==> config.mk <==
export PLATFORM = sky130hd
export DESIGN_NAME = mem_arbiter
export DESIGN_NICKNAME = d
export VERILOG_FILES = /design/src/rtl/mem_arb_pkg.sv /design/src/rtl/mem_arb_wdog.sv /design/src/rtl/mem_arbiter.sv
export SDC_FILE = /design/constraint.sdc
export NUM_CORES = 1
export LEC_CHECK = 0
export ABC_AREA = 1
export BUFFER_PORTS_ARGS = -buffer_cell sky130_fd_sc_hd__buf_2
export CAP_MARGIN = 20
export CORE_ASPECT_RATIO = 1.1
export CORE_MARGIN = 2
export CORE_UTILIZATION = 50
export DETAILED_ROUTE_END_ITERATION = 10
export HOLD_SLACK_MARGIN = 0.02
export MAX_ROUTING_LAYER = met4
export PLACE_DENSITY = 0.91
export SKIP_CTS_REPAIR_TIMING = 1
export SLEW_MARGIN = 40
export SYNTH_ARGS = -nofsm -noshare
export SYNTH_HDL_FRONTEND = slang
export SYNTH_SLANG_ARGS = --single-unit
==> constraint.sdc <==
create_clock -name CLK -period 1.8 [get_ports CLK]
set_input_delay 0.18 -clock CLK [delete_from_list [all_inputs] [get_ports CLK]]
set_output_delay 0.18 -clock CLK [all_outputs]
set_load 0.1 [all_outputs]
==> src/rtl/mem_arb_pkg.sv <==
// Shared types for the memory arbiter: word type, FSM states and access owner.
package mem_arb_pkg;

  localparam int unsigned WORD_BITS = 32;

  typedef logic [WORD_BITS-1:0] word_t;

  typedef enum logic [1:0] {
    IDLE = 2'd0,
    ACC  = 2'd1,
    RESP = 2'd2
  } arb_state_t;

  typedef enum logic {
    OWN_I = 1'b0,
    OWN_D = 1'b1
  } owner_t;

endpackage

==> src/rtl/mem_arb_wdog.sv <==
// Access watchdog: counts ACC cycles and flags expiry on the TO_CYCLES-th one.
// Instantiated by mem_arbiter only when MEM_ARB_TIMEOUT_EN is defined.
module mem_arb_wdog
  import mem_arb_pkg::*;
#(
  parameter int unsigned TO_CYCLES = 255
) (
  input  logic clk,
  input  logic rst_n,
  input  logic clr,
  input  logic en,
  output logic expired
);

  localparam int unsigned CNT_W = $clog2(TO_CYCLES + 1);

  logic [CNT_W-1:0] cnt_q;
  logic [CNT_W-1:0] cnt_d;

  // Saturating count so a stalled enable can never wrap back to zero.
  always_comb begin
    cnt_d = cnt_q;
    if (clr) begin
      cnt_d = '0;
    end else if (en && (cnt_q != CNT_W'(TO_CYCLES))) begin
      cnt_d = cnt_q + CNT_W'(1);
    end
  end

  always_ff @(posedge clk or negedge rst_n) begin
    if (!rst_n) begin
      cnt_q <= '0;
    end else begin
      cnt_q <= cnt_d;
    end
  end

  assign expired = en && (cnt_q == CNT_W'(TO_CYCLES - 1));

endmodule

==> src/rtl/mem_arbiter.sv <==
// Serialises instruction-read and data-read/write requests onto one RAM port,
// data first. Optional access watchdog and sticky merr with MEM_ARB_TIMEOUT_EN.
module mem_arbiter
  import mem_arb_pkg::*;
#(
  parameter int unsigned WORD_W    = 32,
  parameter int unsigned TO_CYCLES = 255
) (
  input  logic              CLK,
  input  logic              nRST,
  input  logic              iREN,
  input  logic [WORD_W-1:0] iaddr,
  input  logic              dREN,
  input  logic              dWEN,
  input  logic [WORD_W-1:0] daddr,
  input  logic [WORD_W-1:0] dstore,
  output logic              ihit,
  output logic              dhit,
  output logic [WORD_W-1:0] iload,
  output logic [WORD_W-1:0] dload,
  output logic              ramREN,
  output logic              ramWEN,
  output logic [WORD_W-1:0] ramaddr,
  output logic [WORD_W-1:0] ramstore,
  input  logic [WORD_W-1:0] ramload,
  input  logic              ramready
`ifdef MEM_ARB_TIMEOUT_EN
  ,
  output logic              merr
`endif
);

  arb_state_t        state_q, state_d;
  owner_t            own_q, own_d;
  logic              ramren_q, ramren_d;
  logic              ramwen_q, ramwen_d;
  logic [WORD_W-1:0] ramaddr_q, ramaddr_d;
  logic [WORD_W-1:0] ramstore_q, ramstore_d;
  logic              ihit_q, ihit_d;
  logic              dhit_q, dhit_d;
  logic [WORD_W-1:0] iload_q, iload_d;
  logic [WORD_W-1:0] dload_q, dload_d;
  logic              timeout_c;

`ifdef MEM_ARB_TIMEOUT_EN
  logic wd_clr_c;
  logic merr_q;

  assign wd_clr_c = (state_q == IDLE) && (iREN || dREN || dWEN);

  mem_arb_wdog #(
    .TO_CYCLES (TO_CYCLES)
  ) u_wdog (
    .clk     (CLK),
    .rst_n   (nRST),
    .clr     (wd_clr_c),
    .en      (state_q == ACC),
    .expired (timeout_c)
  );

  // Sticky until reset; a late ramready on the expiry cycle still counts as success.
  always_ff @(posedge CLK or negedge nRST) begin
    if (!nRST) begin
      merr_q <= 1'b0;
    end else if (timeout_c && !ramready) begin
      merr_q <= 1'b1;
    end
  end

  assign merr = merr_q;
`else
  logic unused_cfg;

  assign timeout_c  = 1'b0;
  assign unused_cfg = (TO_CYCLES == 0);
`endif

  // Requests are sampled only in IDLE; the RAM-side registers change only on ACC entry/exit.
  always_comb begin
    state_d    = state_q;
    own_d      = own_q;
    ramren_d   = ramren_q;
    ramwen_d   = ramwen_q;
    ramaddr_d  = ramaddr_q;
    ramstore_d = ramstore_q;
    ihit_d     = 1'b0;
    dhit_d     = 1'b0;
    iload_d    = iload_q;
    dload_d    = dload_q;
    unique case (state_q)
      IDLE: begin
        if (dREN || dWEN) begin
          state_d    = ACC;
          own_d      = OWN_D;
          ramren_d   = ~dWEN;
          ramwen_d   = dWEN;
          ramaddr_d  = daddr;
          ramstore_d = dstore;
        end else if (iREN) begin
          state_d   = ACC;
          own_d     = OWN_I;
          ramren_d  = 1'b1;
          ramwen_d  = 1'b0;
          ramaddr_d = iaddr;
        end
      end
      ACC: begin
        if (ramready || timeout_c) begin
          state_d  = RESP;
          ramren_d = 1'b0;
          ramwen_d = 1'b0;
          if (own_q == OWN_D) begin
            dhit_d = 1'b1;
            if (ramren_q) begin
              dload_d = ramready ? ramload : '0;
            end
          end else begin
            ihit_d  = 1'b1;
            iload_d = ramready ? ramload : '0;
          end
        end
      end
      RESP: begin
        state_d = IDLE;
      end
      default: begin
        state_d = IDLE;
      end
    endcase
  end

  always_ff @(posedge CLK or negedge nRST) begin
    if (!nRST) begin
      state_q    <= IDLE;
      own_q      <= OWN_I;
      ramren_q   <= 1'b0;
      ramwen_q   <= 1'b0;
      ramaddr_q  <= '0;
      ramstore_q <= '0;
      ihit_q     <= 1'b0;
      dhit_q     <= 1'b0;
      iload_q    <= '0;
      dload_q    <= '0;
    end else begin
      state_q    <= state_d;
      own_q      <= own_d;
      ramren_q   <= ramren_d;
      ramwen_q   <= ramwen_d;
      ramaddr_q  <= ramaddr_d;
      ramstore_q <= ramstore_d;
      ihit_q     <= ihit_d;
      dhit_q     <= dhit_d;
      iload_q    <= iload_d;
      dload_q    <= dload_d;
    end
  end

  assign ramREN   = ramren_q;
  assign ramWEN   = ramwen_q;
  assign ramaddr  = ramaddr_q;
  assign ramstore = ramstore_q;
  assign ihit     = ihit_q;
  assign dhit     = dhit_q;
  assign iload    = iload_q;
  assign dload    = dload_q;

endmodule
# Yosys cells after proc, flatten, opt, wreduce, memory -nomap -nowiden
# Index checks and enable logic that the tools add are counted.
dict set report classes {
  addsub 0
  mul 0
  n_div 0
  magnitude_cmp 0
  n_eq_ne 3
  shifts 0
  mux 20
  n_bitwise 2
  n_reduce_logical 10
}
# operator n
set ops {}
lappend ops {{$mux W32} 2}
lappend ops {{$mux W1} 12}
lappend ops {{$mux W2} 3}
lappend ops {{$reduce_and A2 Y1} 3}
lappend ops {{$reduce_and A3 Y1} 2}
lappend ops {{$pmux W1 S2} 2}
lappend ops {{$pmux W2 S2} 1}
lappend ops {{$reduce_and A4 Y1} 1}
lappend ops {{$reduce_bool A2 Y1} 2}
lappend ops {{$ne A3 B3 Y1 const B} 1}
lappend ops {{$eq A2 B1 Y1 const B} 1}
lappend ops {{$logic_not A2 Y1} 1}
lappend ops {{$ne A2 B2 Y1 const B} 1}
lappend ops {{$not A1 Y1} 2}
lappend ops {{$logic_or A1 B1 Y1} 1}
dict set report totals {
  reg_bits 135
  latchBits 0
  ram_bits 0
  rom_bits 0
  output_inout_bits 132
  word_cells 45
  n_memories 0
}

# Depth between registers and ports, before layout
# Gate-level depths: netlist (run 1).
dict set report depth {
  ltp_word 3
  ltp_mapped 8
}

# Worst setup path before layout (run 1)
# No wires, ideal clock.
dict set report synth_path {
  path_type {register -> register}
  from {register ramren_q (netlist: ramREN)}
  to {register dload_q[10] (netlist: dload[10])}
  setup_time_ps 67
  t_arrival_ps 1575
  slack_ps 158
  path_stages_with_launch 6
  path_cell_list {dfrtp_1 > nand2_1 > nor2_1 > buf_2 > nand2_1 > nand2_1}
}
dict set report synth_between {
  elab_chain_cells 1
}
# item line_no
set synth_lines {}
lappend synth_lines {{start, declared} mem_arbiter.sv:35} ;# logic ramren_q, ramren_d;
lappend synth_lines {{start signal, assigned} mem_arbiter.sv:147} ;# ramren_q <= ramren_d;
lappend synth_lines {{$reduce_and A4 Y1 (no source line)} n/a}
lappend synth_lines {{end signal, assigned} mem_arbiter.sv:154} ;# dload_q <= dload_d;
lappend synth_lines {{end, declared} mem_arbiter.sv:42} ;# logic [WORD_W-1:0] dload_q, dload_d;
# Every way passes these cells.
# A chain may end at the register's enable or synchronous reset.

# Worst setup path after layout (run 1)
dict set report layout_path {
  from {register ramren_q (netlist: ramREN)}
  to {output port ramREN}
}
# item line_no
set layout_lines {}
lappend layout_lines {{end, declared} mem_arbiter.sv:21} ;# output logic ramREN,
# No word-level cell between the ends.

==> flow_metrics.py, run 1 <==
metrics = {
    "run_status": {
        "status": "finished clean",
    },
    "synth": {
        "synth_nets": 822,
        "synth_top_area_frac": 0.607,
        "yosysSeqAreaShare": 0.607,
        "synth.distinct_cells": 14,
        "syn_avg_cell_area_sq_um": 8.09,
        "syn-cell-area_sq_um": 5570,
        "synth_cells": 688,
        "yosys_warnings": 0,
        "synth_top_area_cell": "dfrtp_1",
        "synth.area.top_cells": "dfrtp_1, nand2_1, nand3_1",
        "ys_seq_elements": 135,
    },
    "route": {
        "wl_um": 17400,
        "drc": 0,
        "drt_first_pass_iters": 5,
        "vias": 5832,
        "drt_iter0_markers": 594,
        "ant_nets": 0,
        "viasPerCell": 5.04,
        "routedWlPerCell_um": 15.1,
    },
    "timing": {
        "fin_setup_tns_ps": 0,
        "report.final.slew_viol_count": 0,
        "skew_ps": 10.7,
        "setup_violations": 0,
        "worst_slew_pin_slew_ps": 522,
        "min_period_ps": 1480,
        "fin_crit_sh": 0.820,
        "clock.fmax_mhz": 677,
        "rsz0062_at_grt": "no",
        "slew_headroom": 0.654,
        "hold_viol": 0,
    },
    "floorplan": {
        "pin_count": 266,
        "rows": 40,
        "core_area_sq_um": 10900,
        "dieHeight_um": 115,
        "die_w_um": 105,
        "die_area_sq_um": 12000,
        "initial_utilization": 0.510,
    },
    "setup_path": {
        "required_ps": 1620,
        "start_kind": "flop",
        "rr_worst_depth": 6,
        "timing.rr.start": "state_q[0]",
        "cpMaxStageDelayCell": "buf_2",
        "r2r_end": "iload[12]",
        "crit_type": "reg -> out",
        "max_stage_delay_ps": 470,
        "path_max_fanout": 4,
        "endpoint": "ramREN",
        "crit_start": "ramREN",
        "cp_top_family": "buffers and inverters",
        "crit_arrival_ps": 1300,
        "critical_path_depth": 1,
        "cp-end-kind": "output port",
        "crit_buf_inv": 1,
        "rrSetupSlack_ps": 330,
        "path_cells": "buf_2",
    },
    "grt": {
        "grt_max_degree": 50,
        "antenna_found_initial": 0,
        "grt.total_usage": 0.271,
        "grt_pass1_wl_um": 24900,
        "grt.met2_usage": 0.463,
        "grtUsageMet3": 0.0711,
        "first_global_vias": 5292,
        "grt-ovfl-total": 0,
        "met1_usage": 0.314,
        "grt_busiest_layer": "met2",
    },
    "clocking": {
        "cts_max_path_buffers": 2,
        "htree_levels": 4,
        "cts_tree": "done",
        "clk_latency_ps": 410,
        "clock-root-buffer": "clkbuf_16",
        "cts_made_buffers": 17,
        "clkTransAtPathRegs_ps": 60,
        "cts_sinks": 135,
    },
    "worst_hold_path": {
        "min_path_type": "in -> reg",
        "worstHoldStart": "dstore[30]",
    },
    "layout": {
        "multiInputGateArea_sq_um": 1980,
        "nNetsFinal": 1130,
        "drive_above_1_share": 0.318,
        "fill_cells": 742,
        "diodes": 0,
        "syn2layout_area_growth_pct": 46.8,
        "regArea_sq_um": 3380,
    },
    "placement": {
        "portBuffers": 265,
        "place_congestion": 0.792,
        "dp_hpwl_um": 10700,
    },
    "job": {
        "cap_violations": 0,
    },
}
layer usage:
metal,wire length [um],part of all wire
met1,6560,0.38
met4,528,0.030
met5,0,0
met2,8980,0.52
met3,1370,0.078
cells in the final DEF, fill, tap and decap left out:
cell | Yosys | layout
nor2_2 | 2 | 3
buf_4 | 6 | 11
nand3b_1 | 1 | 1
buf_2 | 19 | 264
nand3_1 | 35 | 35
clkinvlp_4 | 0 | 1
dfrtp_1 | 135 | 135
bufinv_16 | 0 | 5
nand2_1 | 465 | 464
clkinv_4 | 0 | 2
clkbuf_16 | 0 | 17
buf_6 | 0 | 1
nor2_4 | 1 | 1
inv_2 | 2 | 2
buf_12 | 0 | 4
nor2_1 | 2 | 1
nand2_2 | 2 | 3
dlygate4sd3_1 | 0 | 43
nor3_1 | 1 | 1
inv_6 | 0 | 7
inv_1 | 8 | 8
cells by family after synthesis:
group,synth area share
buffers and inverters,0.0380
flip-flops,0.607
AND/OR/NAND/NOR,0.355
through the flow:
| step | setup WS [ps] | utilization | std cells | hold slack, ps | area (sq um) |
|---|---|---|---|---|---|
| final | 324 | 0.749 | 1156 | 9.06 | 8170 |
| after global routing | 219 | 0.749 | 1156 | 16.0 | 8170 |
| after CTS | 332 | 0.709 | 1113 | -291 | 7740 |
| after detailed placement | 430 | 0.649 | 1081 | 147 | 7080 |
| after global placement | 469 | 0.649 | 1081 | 143 | 7080 |
| after floorplan | 158 | - | 688 | -116 | 5570 |
worst register-to-register path: stages, from the launching register on:
cell and delay, ps:
dfrtp_1 430, inv_2 60, nor2_2 140, nand2_2 210
buf_4 280, nand2_1 150, nand2_1 90
cell usage after synthesis:
library cell	n
nor2_1	2
nor2_2	2
nor3_1	1
buf_4	6
inv_1	8
inv_2	2
nor2_4	1
clkbuf_1	9
nand2_1	465
dfrtp_1	135
buf_2	19
nand2_2	2
nand3_1	35
nand3b_1	1
layout make-up:
cell class / instances / area share
Sequential cell: 135 / 0.414
Multi-Input combinational cell: 509 / 0.243
Timing Repair Buffer: 323 / 0.236
Clock buffer: 17 / 0.0521
Clock inverter: 15 / 0.0289
Tap cell: 147 / 0.0225
Inverter: 10 / 0.00459
flip-flops by register name, indices dropped and copies added, names as in the netlist:
register  count
ramWEN        1
ramREN        1
ramstore     32
own_q         1
ramaddr      32
state_q       2
dload        32
iload        32
ihit          1
dhit          1
worst min-delay path by stage:
stage | cells after the start | slack, ps | end
finish | 3 | 9 | ramstore[30]
CTS | 1 | -290 | dload[2]
global route | 3 | 20 | ramstore[21]
global placement | 1 | 140 | dload[2]
detailed placement | 1 | 150 | dload[2]
floorplan | 0 | -120 | dhit
Power of run 1 is not shown: default switching activity piles up to over one toggle a cycle in this logic, so the estimate is an artifact.
==> run 2: changes to the inputs <==
--- a/config.mk
+++ b/config.mk
@@ -5,16 +5,16 @@
 export SDC_FILE = /design/constraint.sdc
 export NUM_CORES = 1
 export LEC_CHECK = 0
-export ABC_AREA = 1
+export ABC_AREA = 0
 export BUFFER_PORTS_ARGS = -buffer_cell sky130_fd_sc_hd__buf_2
 export CAP_MARGIN = 20
 export CORE_ASPECT_RATIO = 1.1
 export CORE_MARGIN = 2
-export CORE_UTILIZATION = 50
+export CORE_UTILIZATION = 47
 export DETAILED_ROUTE_END_ITERATION = 10
 export HOLD_SLACK_MARGIN = 0.02
 export MAX_ROUTING_LAYER = met4
-export PLACE_DENSITY = 0.91
+export PLACE_DENSITY = 0.86
 export SKIP_CTS_REPAIR_TIMING = 1
 export SLEW_MARGIN = 40
 export SYNTH_ARGS = -nofsm -noshare
==> constraint.sdc (replaced) <==
create_clock -name CLK -period 1.5 [get_ports CLK]
set_input_delay 0.15 -clock CLK [delete_from_list [all_inputs] [get_ports CLK]]
set_output_delay 0.15 -clock CLK [all_outputs]
set_load 0.1 [all_outputs]
==> flow_metrics.py, run 2 <==
metrics = {
    "clocking": {
        "cts_max_path_buffers": 2,
        "cts_sinks": 135,
        "clock-root-buffer": "clkbuf_16",
        "cts_tree": "done",
        "clkTransAtPathRegs_ps": 60,
        "clk_latency_ps": 410,
        "cts_made_buffers": 17,
        "htree_levels": 4,
    },
    "synth": {
        "ys_seq_elements": 135,
        "synth.area.top_cells": "dfrtp_1, mux2_4, mux2_2",
        "yosys-top-cells-count": "dfrtp_1, mux2_2, mux2_4",
        "synth_nets": 462,
        "yosysMostFrequentCell": "dfrtp_1",
        "synth_edf_count": 0,
        "syn_avg_cell_area_sq_um": 17.5,
        "yosys_warnings": 0,
        "synth_top_area_frac": 0.590,
        "ys.flop_type": "dfrtp_1",
        "synth_top_area_cell": "dfrtp_1",
        "syn-cell-area_sq_um": 5720,
        "synth.distinct_cells": 18,
        "synth_cells": 328,
        "ys_async_sr_fraction": 1.00,
        "yosysSeqAreaShare": 0.590,
    },
    "setup_path": {
        "rrSetupSlack_ps": -70,
        "crit_arrival_ps": 1850,
        "path_max_fanout": 8,
        "cp-end-kind": "flop",
        "required_ps": 1790,
        "crit_start": "state_q[1]",
        "endpoint": "dload[24]",
        "start_kind": "flop",
        "timing.rr.start": "state_q[1]",
        "rr_worst_depth": 5,
        "crit_type": "reg -> reg",
        "r2r_end": "dload[24]",
    },
    "route": {
        "routedWlPerCell_um": 19.9,
        "vias": 4274,
        "drc": 0,
        "drt_iter0_markers": 205,
        "ant_nets": 0,
        "drt_first_pass_iters": 4,
        "wl_um": 16900,
        "viasPerCell": 5.03,
    },
    "run_status": {
        "violations": "setup timing",
        "status": "finished with violations",
    },
    "floorplan": {
        "initial_utilization": 0.478,
        "pin_count": 266,
        "die_area_sq_um": 13100,
        "rows": 42,
        "die_w_um": 109,
        "core_area_sq_um": 12000,
        "dieHeight_um": 120,
    },
    "grt": {
        "grt-ovfl-total": 0,
        "first_global_vias": 4205,
        "grt_pass1_wl_um": 20600,
        "grt_max_degree": 45,
        "grt.total_usage": 0.212,
        "antenna_found_initial": 0,
    },
    "layout": {
        "nNetsFinal": 818,
        "diodes": 0,
        "layout.cells.non_filler": 850,
        "syn2layout_area_growth_pct": 56.4,
        "layout_common_cells": "buf_2, dfrtp_1, mux2_4, dlygate4sd3_1, mux2_2",
        "final_common_cell": "buf_2",
        "drive_above_1_share": 0.703,
        "final_cell_area_sq_um": 8950,
    },
    "timing": {
        "hold_viol": 0,
        "fin_setup_tns_ps": -1770,
        "layout_setup_ws_ps": -67.3,
        "min_period_ps": 1570,
        "rsz0062_at_grt": "yes",
        "setup_violations": 56,
        "clock.fmax_mhz": 638,
        "fin_crit_sh": 1.04,
        "slew_headroom": 0.645,
        "skew_ps": 4.93,
        "report.final.slew_viol_count": 0,
        "worst_slew_pin_slew_ps": 536,
    },
    "placement": {
        "dpl.cell_count": 741,
        "place_area_sq_um": 7280,
        "dp_hpwl_um": 10000,
        "portBuffers": 265,
        "place_congestion": 0.753,
    },
    "worst_hold_path": {
        "min_path_type": "in -> reg",
    },
    "job": {
        "cap_violations": 0,
    },
}
==> run 2: metrics by stage <==
step                worst slack (ps)  utilization  hold WS (ps)
floorplan                      -11.5            -          -146
global placement               -50.2        0.608          81.6
finish                         -67.3        0.747          58.3
global route                   -87.6        0.747          52.8
CTS                            -97.6        0.662          -350
detailed placement             -81.8        0.608          85.3
==> run 2: per-layer routing <==
layer  track usage  wire, um  vias up
met1         0.219      6290     2146
met2         0.380      9040      206
met5             -         0        -
met4        0.0854       601        0
li1              -         -     1878
met3        0.0511       960       44
==> run 2: layout make-up <==
type,instances,area (sq um)
Tap cell,154,193
Sequential cell,135,3380
Clock buffer,18,429
Clock inverter,13,220
Fill cell,723,3030
Multi-Input combinational cell,176,2350
Inverter,1,3.75
Timing Repair Buffer,353,2370
==> run 2: how the worst min path moves through the flow <==
| stage | from | endpoint | slack, ps | depth (start not counted) |
|---|---|---|---|---|
| 6_report | dWEN | ramREN | 60 | 2 |
| 5_1_grt | iREN | state_q[0] | 50 | 3 |
| 4_1_cts | nRST | dload[0] | -350 | 1 |
| 3_5_place_dp | nRST | dload[0] | 90 | 1 |
| 3_3_place_gp | nRST | iload[22] | 80 | 1 |
| 2_1_floorplan | nRST | dhit | -150 | 0 |
==> run 2: critical path, stage by stage (launching register included) <==
cell       delay [ps]
dfrtp_1           390
nand3b_4          180
inv_2              80
and3_4            280
clkbuf_16         200
mux2_4            320
==> run 2: cells by family (layout without fill, tap and decap cells) <==
logic type	Yosys count	in the layout	share of synthesized area
muxes	161	161	0.362
and+or+nand+nor	10	10	0.0125
DFF	135	135	0.590
buffers and inverters	17	385	0.0256
AOI/OAI and AO/OA	5	5	0.00940
Power of run 2 is left out for the same reason.
==> run 3: changes to the inputs <==
--- a/config.mk
+++ b/config.mk
@@ -12,10 +12,9 @@
 export CORE_MARGIN = 2
 export CORE_UTILIZATION = 47
 export DETAILED_ROUTE_END_ITERATION = 10
-export HOLD_SLACK_MARGIN = 0.02
+export HOLD_SLACK_MARGIN = 0.06
 export MAX_ROUTING_LAYER = met4
 export PLACE_DENSITY = 0.86
-export SKIP_CTS_REPAIR_TIMING = 1
 export SLEW_MARGIN = 40
 export SYNTH_ARGS = -nofsm -noshare
 export SYNTH_HDL_FRONTEND = slang
==> flow_metrics.py, run 3 (synthesized netlist as in run 2, its figures left out) <==
metrics = {
    "setup_path": {
        "max_stage_delay_ps": 400,
        "cpMaxStageDelayCell": "dfrtp_1",
        "start_kind": "flop",
        "path_cells": "nand3b_4 > inv_2 > and3_4 > clkbuf_16 > mux2_4",
        "rr_worst_depth": 5,
        "endpoint": "dload[28]",
        "rrSetupSlack_ps": -50,
        "crit_start": "state_q[1]",
        "crit_type": "reg -> reg",
        "path_max_fanout": 8,
        "timing.rr.start": "state_q[1]",
        "cp-end-kind": "flop",
        "required_ps": 1790,
        "crit_arrival_ps": 1840,
        "r2r_end": "dload[28]",
    },
    "worst_hold_path": {
        "min_path_type": "in -> reg",
    },
    "grt": {
        "grt.total_usage": 0.245,
        "grt_max_degree": 45,
        "grt-ovfl-total": 0,
        "grt_pass1_wl_um": 23600,
        "first_global_vias": 4686,
        "antenna_found_initial": 0,
    },
    "timing": {
        "report.final.slew_viol_count": 0,
        "rsz0062_at_grt": "yes",
        "min_period_ps": 1550,
        "layout_setup_ws_ps": -54.1,
        "slew_headroom": 0.651,
        "worst_slew_pin_slew_ps": 527,
        "hold_viol": 0,
        "setup_violations": 71,
        "fin_crit_sh": 1.04,
        "skew_ps": 7.28,
        "clock.fmax_mhz": 643,
    },
    "layout": {
        "final_common_cell": "buf_2",
        "nNetsFinal": 812,
        "drive_above_1_share": 0.696,
        "layout_common_cells": "buf_2, dfrtp_1, mux2_2, mux2_4, dlygate4sd3_1",
        "diodes": 0,
        "syn2layout_area_growth_pct": 52.2,
        "layout.cells.non_filler": 844,
        "fill_cells": 751,
    },
    "job": {
        "cap_violations": 0,
    },
    "run_status": {
        "status": "finished with violations",
        "violations": "setup timing",
    },
    "floorplan": {
        "rows": 42,
        "die_area_sq_um": 13100,
        "pin_count": 266,
        "initial_utilization": 0.478,
        "core_area_sq_um": 12000,
        "dieHeight_um": 120,
        "die_w_um": 109,
    },
    "clocking": {
        "clkTransAtPathRegs_ps": 60,
        "cts_made_buffers": 17,
        "clk_latency_ps": 410,
        "htree_levels": 4,
        "clock-root-buffer": "clkbuf_16",
        "cts_max_path_buffers": 2,
        "cts_sinks": 135,
        "cts_tree": "done",
    },
    "route": {
        "drt_first_pass_iters": 4,
        "routedWlPerCell_um": 18.3,
        "ant_nets": 0,
        "viasPerCell": 4.98,
        "drt_iter0_markers": 211,
        "wl_um": 15400,
        "drc": 0,
        "vias": 4205,
    },
    "placement": {
        "dpl_worst_slack_ps": -81.8,
        "place_congestion": 0.753,
        "portBuffers": 265,
        "dpl.cell_count": 741,
        "dp_hpwl_um": 10000,
    },
}
==> run 3: what timing repair did <==
item / 4_1_cts / 5_1_grt
cloned: 2 / 1
buffers inserted: 1 / 0
hold buffers: 68 / 0
gates resized for setup: 5 / 0
endpoints found under the hold margin: 233 / 0
setup endpoints to repair: 67 / 96
==> run 3: layer usage <==
metal | GRT usage | vias up | wire length (um)
met2 | 0.449 | 210 | 8490
met5 | - | - | 0
met4 | 0.0997 | 0 | 500
met1 | 0.251 | 2077 | 5520
met3 | 0.0521 | 47 | 921
li1 | - | 1871 | -
==> run 3: layout make-up <==
class	count	area [sq um]	area share
sequential	135	3380	0.388
timing repair buffer	347	2260	0.260
multi-input combinational	176	2220	0.255
clock buffer	18	429	0.0493
clock inverter	13	220	0.0253
tap	154	193	0.0221
inverter	1	3.75	0.000431
==> run 3: worst min path at each step <==
stage                        to  cells after the start      start  slack [ps]
finish              ramaddr[10]                      3  daddr[10]         100
global route        ramaddr[19]                      3  daddr[19]          80
CTS                 ramaddr[19]                      3  daddr[19]          80
detailed placement     dload[0]                      1       nRST          90
global placement      iload[22]                      1       nRST          80
floorplan                  dhit                      0       nRST        -150
==> run 3: stage by stage <==
stage / util / area [sq um] / TNS, ps / hold slack [ps]
after floorplan: - / 5730 / -344 / -146
after global routing: 0.727 / 8710 / -6090 / 83.6
after detailed placement: 0.608 / 7280 / -1490 / 85.3
final: 0.727 / 8710 / -2260 / 98.7
after CTS: 0.725 / 8690 / -1490 / 82.8
after global placement: 0.608 / 7280 / -406 / 81.6
==> run 3: worst max-delay path, delay by kind of cell, from the launching register on <==
kind	cells	cell delay, ps
buf+inv	2	270
flops	1	400
mux	1	300
simple gates	2	470
Power of run 3 is left out for the same reason.
